### src/rtl/fetch_pfq.sv
// fetch_pfq: instruction fetch stage with a DEPTH-entry prefetch queue.
// Runs its own fetch PC, keeps at most one IFU read in flight and buffers the
// returned instructions so decode can drain one per cycle while exec/mem stall.
// Optional feature macro: FETCH_BYPASS_EN. When defined, a clean response that
// arrives while the queue is empty and decode is not stalled is forwarded to
// decode in the same cycle instead of being enqueued.
module fetch_pfq #(
   parameter int unsigned           ADDR_WIDTH  = 32,
   parameter int unsigned           INSTR_WIDTH = 32,
   parameter int unsigned           DEPTH       = 4,
   parameter logic [ADDR_WIDTH-1:0] RESET_PC    = '0
) (
   input  logic                   clk,
   input  logic                   nrst,
   input  logic                   i_jump_valid,
   input  logic [ADDR_WIDTH-1:0]  i_jump_addr,
   input  logic                   i_stall,
   output logic                   o_fetch_stall,
   output logic                   o_fetch_except,
   output logic [INSTR_WIDTH-1:0] o_instr,
   output logic [ADDR_WIDTH-1:0]  o_instr_pc,
   output logic                   o_instr_valid,
   output logic [ADDR_WIDTH-1:0]  o_addr,
   output logic                   o_rd_cmd,
   input  logic [INSTR_WIDTH-1:0] i_instr_dat,
   input  logic                   i_busy,
   input  logic                   i_err_align,
   input  logic                   i_err_bus
);

   localparam int unsigned      PTR_W   = $clog2(DEPTH);
   localparam int unsigned      CNT_W   = PTR_W + 1;
   localparam logic [CNT_W-1:0] DEPTH_C = CNT_W'(DEPTH);

   typedef enum logic [0:0] {StIdle, StWait} rd_state_e;

   rd_state_e              state_q, state_d;
   logic                   outstanding;
   logic [ADDR_WIDTH-1:0]  fpc_q, fpc_d;
   logic [ADDR_WIDTH-1:0]  addr_q, addr_d;
   logic                   rd_cmd_q, rd_cmd_d;
   logic                   drop_q, drop_d;
   logic                   halted_q, halted_d;
   logic [PTR_W-1:0]       wr_ptr_q, wr_ptr_d;
   logic [PTR_W-1:0]       rd_ptr_q, rd_ptr_d;
   logic [CNT_W-1:0]       count_q, count_d;

   logic [INSTR_WIDTH-1:0] mem_dat [DEPTH];
   logic [ADDR_WIDTH-1:0]  mem_pc  [DEPTH];
   logic                   mem_err [DEPTH];

   logic                   completion;
   logic                   err_in;
   logic                   empty;
   logic                   head_err;
   logic                   push;
   logic                   pop;
   logic                   issue;
`ifdef FETCH_BYPASS_EN
   logic                   bypass_take;
`endif

   // Handshake and queue-control decode
   always_comb begin
      // The cycle carrying the read strobe can never complete the read.
      completion = outstanding && !rd_cmd_q && !i_busy;
      err_in     = i_err_align | i_err_bus;
      empty      = (count_q == '0);
      head_err   = !empty && mem_err[rd_ptr_q];
      // An error entry parks at the head until a jump flushes it.
      pop        = !i_stall && !empty && !head_err;
      issue      = !outstanding && !halted_q && !i_jump_valid &&
                   ((count_q + CNT_W'(outstanding)) < DEPTH_C);
`ifdef FETCH_BYPASS_EN
      bypass_take = empty && completion && !err_in && !drop_q && !i_stall && !i_jump_valid;
      push        = completion && !drop_q && !i_jump_valid && !bypass_take;
`else
      push        = completion && !drop_q && !i_jump_valid;
`endif
   end

   // Read-tracking state register
   always_ff @(posedge clk or negedge nrst) begin
      if (!nrst) state_q <= StIdle;
      else       state_q <= state_d;
   end

   // Read-tracking next state: a jump does not cancel the IFU transaction
   always_comb begin
      state_d = state_q;
      unique case (state_q)
         StIdle:  if (issue)      state_d = StWait;
         StWait:  if (completion) state_d = StIdle;
         default: state_d = StIdle;
      endcase
   end

   // Read-tracking output
   always_comb begin
      outstanding = (state_q == StWait);
   end

   // Fetch PC, IFU request and queue pointer next state; jump has priority
   always_comb begin
      fpc_d    = fpc_q;
      addr_d   = addr_q;
      rd_cmd_d = 1'b0;
      drop_d   = drop_q;
      halted_d = halted_q;
      wr_ptr_d = wr_ptr_q;
      rd_ptr_d = rd_ptr_q;
      count_d  = count_q;
      if (i_jump_valid) begin
         fpc_d    = i_jump_addr;
         halted_d = 1'b0;
         // A read still in flight after this cycle belongs to the old path.
         drop_d   = outstanding && !completion;
         wr_ptr_d = '0;
         rd_ptr_d = '0;
         count_d  = '0;
      end else begin
         if (completion) begin
            drop_d = 1'b0;
         end
         if (push && err_in) begin
            halted_d = 1'b1;
         end
         if (push) begin
            wr_ptr_d = wr_ptr_q + PTR_W'(1);
         end
         if (pop) begin
            rd_ptr_d = rd_ptr_q + PTR_W'(1);
         end
         count_d = count_q + CNT_W'(push) - CNT_W'(pop);
         if (issue) begin
            addr_d   = fpc_q;
            fpc_d    = fpc_q + ADDR_WIDTH'(4);
            rd_cmd_d = 1'b1;
         end
      end
   end

   // Control state registers
   always_ff @(posedge clk or negedge nrst) begin
      if (!nrst) begin
         fpc_q    <= RESET_PC;
         addr_q   <= '0;
         rd_cmd_q <= 1'b0;
         drop_q   <= 1'b0;
         halted_q <= 1'b0;
         wr_ptr_q <= '0;
         rd_ptr_q <= '0;
         count_q  <= '0;
      end else begin
         fpc_q    <= fpc_d;
         addr_q   <= addr_d;
         rd_cmd_q <= rd_cmd_d;
         drop_q   <= drop_d;
         halted_q <= halted_d;
         wr_ptr_q <= wr_ptr_d;
         rd_ptr_q <= rd_ptr_d;
         count_q  <= count_d;
      end
   end

   // Queue storage; contents are only meaningful below count_q
   always_ff @(posedge clk) begin
      if (push) begin
         mem_dat[wr_ptr_q] <= i_instr_dat;
         mem_pc[wr_ptr_q]  <= addr_q;
         mem_err[wr_ptr_q] <= err_in;
      end
   end

   // Decode-facing outputs from the queue head (NOP when nothing valid)
   always_comb begin
      o_instr        = '0;
      o_instr_pc     = '0;
      o_instr_valid  = 1'b0;
      o_fetch_except = 1'b0;
      if (!empty) begin
         o_instr_pc = mem_pc[rd_ptr_q];
         if (head_err) begin
            o_fetch_except = 1'b1;
         end else begin
            o_instr       = mem_dat[rd_ptr_q];
            o_instr_valid = 1'b1;
         end
      end
`ifdef FETCH_BYPASS_EN
      if (bypass_take) begin
         o_instr       = i_instr_dat;
         o_instr_pc    = addr_q;
         o_instr_valid = 1'b1;
      end
`endif
      o_fetch_stall = !o_instr_valid;
   end

   assign o_addr   = addr_q;
   assign o_rd_cmd = rd_cmd_q;

endmodule

### config.mk
export PLATFORM = sky130hd
export DESIGN_NAME = fetch_pfq
export DESIGN_NICKNAME = d
export VERILOG_FILES = /design/src/rtl/fetch_pfq.sv
export SDC_FILE = /design/constraint.sdc
export NUM_CORES = 1
export LEC_CHECK = 0
export ABC_AREA = 1
export BUFFER_PORTS_ARGS = -buffer_cell sky130_fd_sc_hd__buf_2
export CORE_AREA = 4 4 162 164
export CTS_CLUSTER_DIAMETER = 60
export CTS_CLUSTER_SIZE = 12
export DETAILED_ROUTE_END_ITERATION = 10
export DIE_AREA = 0 0 166 168
export GPL_ROUTABILITY_DRIVEN = 0
export PLACE_DENSITY = 0.76
export SLEW_MARGIN = 40
export SYNTH_ARGS = -nofsm -noshare
export SYNTH_HDL_FRONTEND = slang
export SYNTH_SLANG_ARGS = --single-unit
### constraint.sdc
create_clock -name clk -period 4.6 [get_ports clk]
set_input_delay 0.92 -clock clk [delete_from_list [all_inputs] [get_ports clk]]
set_output_delay 0.92 -clock clk [all_outputs]
set_load 0.05 [all_outputs]
======== Word level (Yosys, flattened, before mapping) ========
Memories as Yosys holds them, arrays and structs flattened.
Cells that the tools add are included.
storage, ports and cells
  register bits ........................... 75
  output and inout bits ................... 100
  input bits .............................. 71
  word-level logic and storage cells ...... 76
  RAM bits ................................ 260
  memories kept ........................... 3
cells by class
  mux-type cells .......................... 24
  $lt $le $gt $ge ......................... 1
  reduce and logical (&&, ||, !) cells .... 30
  add/subtract/negate cells ............... 6
  bitwise operators ....................... 3
memories
  name     depth  bits a word  read ports  clocked after Yosys merged registers in  wr ports  line  RTL
  mem_dat  4      32           1           0                                        1         48    logic [INSTR_WIDTH-1:0] mem_dat [DEPTH];
  mem_pc   4      32           1           0                                        1         49    logic [ADDR_WIDTH-1:0] mem_pc [DEPTH];
  mem_err  4      1            1           0                                        1         50    logic mem_err [DEPTH];
operator list
  kind                                                              number
  32-bit 2-to-1 mux                                                 5
  32-bit by 3-bit adder with 32-bit output (second input constant)  1
  1-bit 2-to-1 mux                                                  13
  1-bit logical AND                                                 12
  1-bit zero test                                                   11
  2-bit nonzero test                                                5
  2-bit 2-to-1 mux                                                  4
  3-bit by 1-bit adder with 3-bit output                            2
  2-bit by 1-bit adder with 2-bit output (second input constant)    2
  3-bit zero test                                                   1
  3-bit less-than comparator (second input constant)                1
  3-bit 2-to-1 mux                                                  1
  3-bit by 1-bit subtractor with 3-bit output                       1
  1-bit NOT                                                         2
  1-bit one-hot mux with 2 select lines                             1
  2-bit AND reduction                                               1
  1-bit bitwise OR                                                  1

======== Depth between registers and ports, before layout ========
Gate-level depths: netlist of the first run.
  word-level depth ........................ 8
  depth in mapped cells ................... 15
  mapped depth without buffers ............ 14

======== Worst setup path before layout of the first run ========
OpenSTA, ideal clock, no wires.
  path kind ............................... input-to-reg
  from .................................... input i_busy
  to ...................................... memory mem_dat[0][0], enable pin
  cell stages on the path ................. 7
  path slack .............................. -0.054 ns
  arrival time ............................ 4.166 ns
  setup time .............................. 0.488 ns
  cell sequence ........................... inv_1 > nand2_1 > nor2_1 > inv_1 > nor2_1 > inv_1 > nor2_1
between the ends
  longest elaborated chain between the ends .. 6
RTL lines
  element                                 line  RTL
  start: declaration                      26    input logic i_busy,
  1-bit zero test                         66    completion = outstanding && !rd_cmd_q && !i_busy;
  1-bit logical AND                       66
  1-bit logical AND (2 in series)         78    push = completion && !drop_q && !i_jump_valid;
  1-bit 2-to-1 mux                        168   if (push) begin
  1-bit 2-to-1 mux (implied by the code)  169   mem_dat[wr_ptr_q] <= i_instr_dat;
  end: declaration                        48
Every way passes these cells.

======== Worst setup path after layout of the first run ========
  from .................................... register rd_ptr_q[0]
  to ...................................... output o_instr[15]
between the ends
  longest elaborated chain between the ends .. 4
  elaborated cells on any way between the ends .. 5
  those cells by class .................... mux (2); reduce/logical (1); memory (2)
RTL lines
  element                   line  RTL
  start: declaration        45    logic [PTR_W-1:0] rd_ptr_q, rd_ptr_d;
  start signal: assignment  161   rd_ptr_q <= rd_ptr_d;
  memory 4 x 1 bit          -
  1-bit logical AND         69    head_err = !empty && mem_err[rd_ptr_q];
  32-bit 2-to-1 mux (*)     183   if (head_err) begin
  32-bit 2-to-1 mux (*)     181   if (!empty) begin
  end: declaration          20    output logic [INSTR_WIDTH-1:0] o_instr,
Mark *: on every way between the ends. The rest lies on a longest branch, timed or not.

==> run summary, run 1 <==
outcome: finished clean
Via density: 5.46
hold buffers post-CTS: 0
Area Overhead vs Synth: 15.2%
HPWL after detailed placement: 19800 um
Worst Setup End Kind: output pin
Routed WL: 32000 um
nets: 1532
root buffer cell: clkbuf_16
total setup buffers inserted after CTS: 0
Post-synth EDFFs: 260
Final WS setup: 0.814 ns
die width: 166 um
clk buf depth: 3
Tmin final: 3.79 ns
first-pass GRT wire length: 50600 um
Mapped Cells: 1297
RR Endpoint: count_q[2]
Synth Net Count: 1376
Post-route DRC: 0
Synth area leaders: edfxtp_1 (55%), dfrtp_1 (13%), nor2_1 (9.1%)
clk slew on worst S/H paths: 0.06 ns
Seq cells post-synth: 335
worst min path class: input port to asynchronous set/reset pin
CP max stage delay: 0.77 ns
CTS Buf Count: 34
yosys warns: 0
drt pass-1 iters: 7
Ant. Diodes: 0
Setup Viol. Count Final: 0
Setup CP Type: flip-flop to output pin
worst-path maximum fanout: 67
CP Cell Sequence: buf_4, nor2_1, nor2_1, o21ai_0, a21oi_2, buf_2
sequential fraction of the synthesis area: 0.684
Resized cells post-CTS: 0
most used cell, CP: nor2_1
unrepaired setup endpoints after global routing: false
Placeable Area: 24900 sq um
Synth Flop Type: edfxtp_1
max cap viols: 0
row cnt: 58
skew final: 0.0232 ns
relative slew slack: 0.461
Final ANT Viol Nets: 0
Initial Util: 0.569
final hold vios: 0
worst hold margin: 0.389 ns
synth unique cells: 34
R2R depth: 13
async set or reset register ratio after synthesis: 0.224
All-Layer GR Usage: 0.225
initial DRC count: 984
power per cell area: 619 nW/um^2
Fmax achieved: 0.264 GHz
WP buf/inv: 2
crit-path leading delay family: buffers and inverters
Worst-Margin Slew: 0.809 ns
Skew-Pair Late Insertion Delay: 0.50 ns
CTS tree: done
origin of the critical flop-to-flop path: rd_ptr_q[0]
Avg Cell Area, Syn: 10.9 sq um
R2R setup slack: 1.40 ns
WP data arrival: 2.87 ns
dpl ws: 1.35 ns
worst vdd ir: 428 uV
CTS Sinks: 335
vias in the first global route: 9506
Slowest-stage cell, CP: dfrtp_4
H-Tree Depth: 2
initial antenna violation count: 0
routed len/inst: 17.7 um
Max Slew Vio Count: 0
input/output buffers: 170
post-route clock period utilization: 0.823
Pleak: 6.38 nW
Via Count: 9845
crit start category: flip-flop
Core Util, Final: 0.655
Die Span Y: 168 um
Power, Total: 10.1 mW
die area: 27900 sq um
layout cells sized above 1: 0.189
Worst EP required: 3.68 ns
top cell type's share of synthesized area: 0.552
cell taking the most area after synthesis: edfxtp_1
# IOs: 171
total grt overflow: 0
synthesized area: 14200 sq um
largest net degree at the start of global routing: 105
## registers in the layout, summed over array words and instances (netlist names)
name,count
halted_q,1
mem_dat,128
mem_pc,128
o_rd_cmd,1
count_q,3
mem_err,4
outstanding,1
fpc_q,32
wr_ptr_q,2
drop_q,1
rd_ptr_q,2
o_addr,32
## worst reg2reg max path, delay by kind of cell, from the launching register on
family | cells | cell delay [ns]
flops | 1 | 0.77
compound gates | 2 | 0.31
simple gates | 5 | 0.90
fa+ha+maj | 3 | 0.75
buf+inv | 3 | 0.35
## cells in the mapped netlist, types with 6 or more instances
library cell and count:
edfxtp_1 260, nand3b_1 14, dfrtp_1 75, buf_4 6, a21oi_2 29, nand2_1 140
nand3_1 37, nor2_1 344, clkbuf_1 22, buf_2 29, inv_1 58, ha_1 7
xor2_1 8, nand4_1 8, inv_2 6, a21oi_1 37, o21ai_0 150, o21ai_1 30
## stage by stage
step                instance area (sq um)  TNS (ns)  instances
CTS                                 16300         0       1804
finish                              16300         0       1804
global placement                    15300         0       1747
detailed placement                  15300         0       1747
floorplan                           14200    -14.15       1297
global route                        16300         0       1804
## metal layers
| metal | global-route usage | share of wire |
|---|---|---|
| met1 | 0.315 | 0.42 |
| met2 | 0.364 | 0.48 |
| met3 | 0.0373 | 0.080 |
| met4 | 0.0764 | 0.026 |
| met5 | 0 | 0 |
## layout make-up
cell class	count	area, sq um
Clock buffer	54	990
Inverter	65	246
Clock inverter	3	17.5
Sequential cell	335	9690
Tap cell	330	413
Fill cell	1904	8590
Timing Repair Buffer	187	1040
Multi-Input combinational cell	830	3900
## report_power, final
part | internal (mW) | switching (mW)
Sequential | 3.77 | 0.423
Clock | 1.47 | 1.07
Combinational | 0.716 | 2.63
Total | 5.96 | 4.13
## cells by family (layout without fill, tap and decap cells)
| group | count (synthesis) | after routing | synth area share |
|---|---|---|---|
| simple gates | 556 | 556 | 0.160 |
| flops | 335 | 335 | 0.684 |
| compound gates | 257 | 257 | 0.101 |
| buf+inv | 132 | 309 | 0.0420 |
| xor+xnor | 9 | 9 | 0.00557 |
| fa+ha+maj | 8 | 8 | 0.00760 |
## how the worst max path moves through the flow
stage	start	end	cells past startpoint
final	rd_ptr_q[0]	o_instr[15]	6
after global routing	rd_ptr_q[0]	o_instr[15]	6
after floorplan	i_busy	mem_dat[0][0]	7
after detailed placement	rd_ptr_q[0]	o_instr[15]	6
after CTS	rd_ptr_q[0]	o_instr[15]	6
after global placement	rd_ptr_q[0]	o_instr[26]	6
## placed cells by master, fill, tap and decap left out, types with 3 or more instances in the layout
cell type / synthesis / routed
nor2_4: 2 / 6
nor2_1: 344 / 340
nand3b_1: 14 / 14
dfrtp_1: 75 / 73
xor2_1: 8 / 8
a21oi_1: 37 / 37
ha_1: 7 / 7
inv_1: 58 / 58
nand3_2: 3 / 3
clkbuf_1: 22 / 17
a21oi_2: 29 / 29
clkbuf_16: 0 / 37
nand3_1: 37 / 37
o21ai_1: 30 / 30
inv_2: 6 / 6
o21ai_0: 150 / 150
buf_2: 29 / 169
edfxtp_1: 260 / 260
o21bai_1: 3 / 3
nand4_1: 8 / 8
buf_12: 0 / 5
nand2_1: 140 / 140
buf_4: 6 / 13
o211ai_1: 5 / 5
Power figures use the tool's default switching activity.
==> run 2: changes to the inputs <==
==> constraint.sdc (replaced) <==
create_clock -name clk -period 3.9 [get_ports clk]
set_input_delay 0.78 -clock clk [delete_from_list [all_inputs] [get_ports clk]]
set_output_delay 0.78 -clock clk [all_outputs]
set_load 0.05 [all_outputs]
==> run 2 against run 1 <==
  * Sequential cell count is the same
  * Wire length shrank 0.31%
  * First-iteration DRC count shrank 24%
  * Worst hold slack lost 0.14 ns
  * Global-route usage shrank 0.16 points
  * Total power grew 15%
  * Register-to-register slack lost 0.42 ns
  * Clock power grew 6%
  * Die area is the same
  * Highest routed layer unchanged
  * Sequential power grew 18%
  * Critical path depth is the same
==> run summary, run 2 (synthesized netlist as in run 1, its figures left out) <==
Via density: 5.44
WP buf/inv: 2
Resized cells post-CTS: 0
crit path from: rd_ptr_q[0]
critical path depth: 6
CTS Buf Count: 31
skew final: 0.0145 ns
Via Count: 9825
Ant. Diodes: 0
dpl cells: 1748
die width: 166 um
Area Overhead vs Synth: 14.1%
clk slew on worst S/H paths: 0.06 ns
routed len/inst: 17.7 um
most common cell after layout, fill and taps aside: nor2_1
total grt overflow: 0
final hold vios: 0
hold buffers post-CTS: 0
Setup CP Type: flip-flop to output pin
placed inst area: 15300 sq um
unrepaired setup endpoints after global routing: false
Post-route DRC: 0
Die Span Y: 168 um
CTS Sinks: 335
power per cell area: 718 nW/um^2
Placeable Area: 24900 sq um
input/output buffers: 170
Tmin final: 3.47 ns
initial antenna violation count: 0
Core Util, Final: 0.648
post-route clock period utilization: 0.889
H-Tree Depth: 1
most used cell, CP: nor2_1
outcome: finished clean
Max Slew Vio Count: 0
Worst EP required: 3.12 ns
WP data arrival: 2.69 ns
layout cells sized above 1: 0.185
CP Cell Sequence: buf_6, nor2_1, nor2_1, o21ai_0, a21oi_1, buf_2
HPWL after detailed placement: 19700 um
relative slew slack: 0.446
die area: 27900 sq um
crit-path leading delay family: buffers and inverters
first-pass GRT wire length: 50600 um
R2R depth: 13
R2R setup slack: 0.98 ns
worst min path class: input port to asynchronous set/reset pin
largest net degree at the start of global routing: 114
Routed WL: 31900 um
RR Endpoint: count_q[2]
origin of the critical flop-to-flop path: rd_ptr_q[0]
nets: 1530
most frequent cells in the layout: nor2_1 (340), edfxtp_1 (260), buf_2 (169)
multi-input logic area: 3900 sq um
row cnt: 58
Initial Util: 0.569
crit start category: flip-flop
# IOs: 171
Power, Total: 11.6 mW
initial DRC count: 749
max cap viols: 0
end of the critical path: o_instr_pc[17]
Reg area: 9690 sq um
root buffer cell: clkbuf_16
Largest regs: mem_dat x128, mem_pc x128
Slowest-stage cell, CP: dfrtp_4
Final Instance Area: 16100 sq um
Worst-Margin Slew: 0.830 ns
vias in the first global route: 9624
drt pass-1 iters: 5
CP max stage delay: 0.62 ns
clk buf depth: 3
Non-Filler Instances: 1806
All-Layer GR Usage: 0.223
CTS tree: done
worst vdd ir: 544 uV
Worst Setup End Kind: output pin
Setup Viol. Count Final: 0
Skew-Pair Late Insertion Delay: 0.55 ns
Fmax achieved: 0.288 GHz
Final ANT Viol Nets: 0
fillers: 1908
total setup buffers inserted after CTS: 0
worst-path maximum fanout: 82
Pleak: 6.30 nW
-- run 2: per-stage QoR --
stage,setup TNS (ns),setup slack (ns),hold slack [ns]
after floorplan,-159.75,-0.614,0.454
after CTS,0,0.166,0.281
after detailed placement,0,0.761,0.488
final,0,0.431,0.251
after global placement,0,0.905,0.472
after global routing,0,0.238,0.290
-- run 2: how the worst min path moves through the flow --
stage	to	cells past startpoint	startpoint	slack, ns
6_report	fpc_q[25]	1	nrst	0.25
5_1_grt	fpc_q[25]	1	nrst	0.29
4_1_cts	fpc_q[25]	1	nrst	0.28
3_5_place_dp	outstanding	2	outstanding	0.49
3_3_place_gp	drop_q	2	drop_q	0.47
2_1_floorplan	drop_q	2	drop_q	0.45
-- run 2: report_power, final --
part           switching [mW]  internal, mW
clock network            1.20          1.49
registers               0.491          4.45
logic                    3.11         0.850
-- run 2: final cells by class --
type / count / area share
Sequential cell: 335 / 0.600
Multi-Input combinational cell: 830 / 0.242
Timing Repair Buffer: 188 / 0.0625
Clock buffer: 57 / 0.0541
Tap cell: 330 / 0.0256
Inverter: 65 / 0.0153
Clock inverter: 1 / 0.000543
-- run 2: worst reg2reg max path: cells and delay by family (launching register included) --
family | cells | cell delay, ns
flip-flops | 1 | 0.61
AND/OR/NAND/NOR | 5 | 0.76
buffers and inverters | 3 | 0.36
AO/OA/AOI/OAI | 2 | 0.25
adder cells (fa/ha/maj) | 3 | 0.83
-- run 2: metal layers --
metal | track usage | routed length (um) | part of all wire
met3 | 0.0338 | 2040 | 0.064
met5 | 0 | 0 | 0
met4 | 0.0456 | 494 | 0.015
met2 | 0.388 | 15800 | 0.50
met1 | 0.304 | 13600 | 0.43
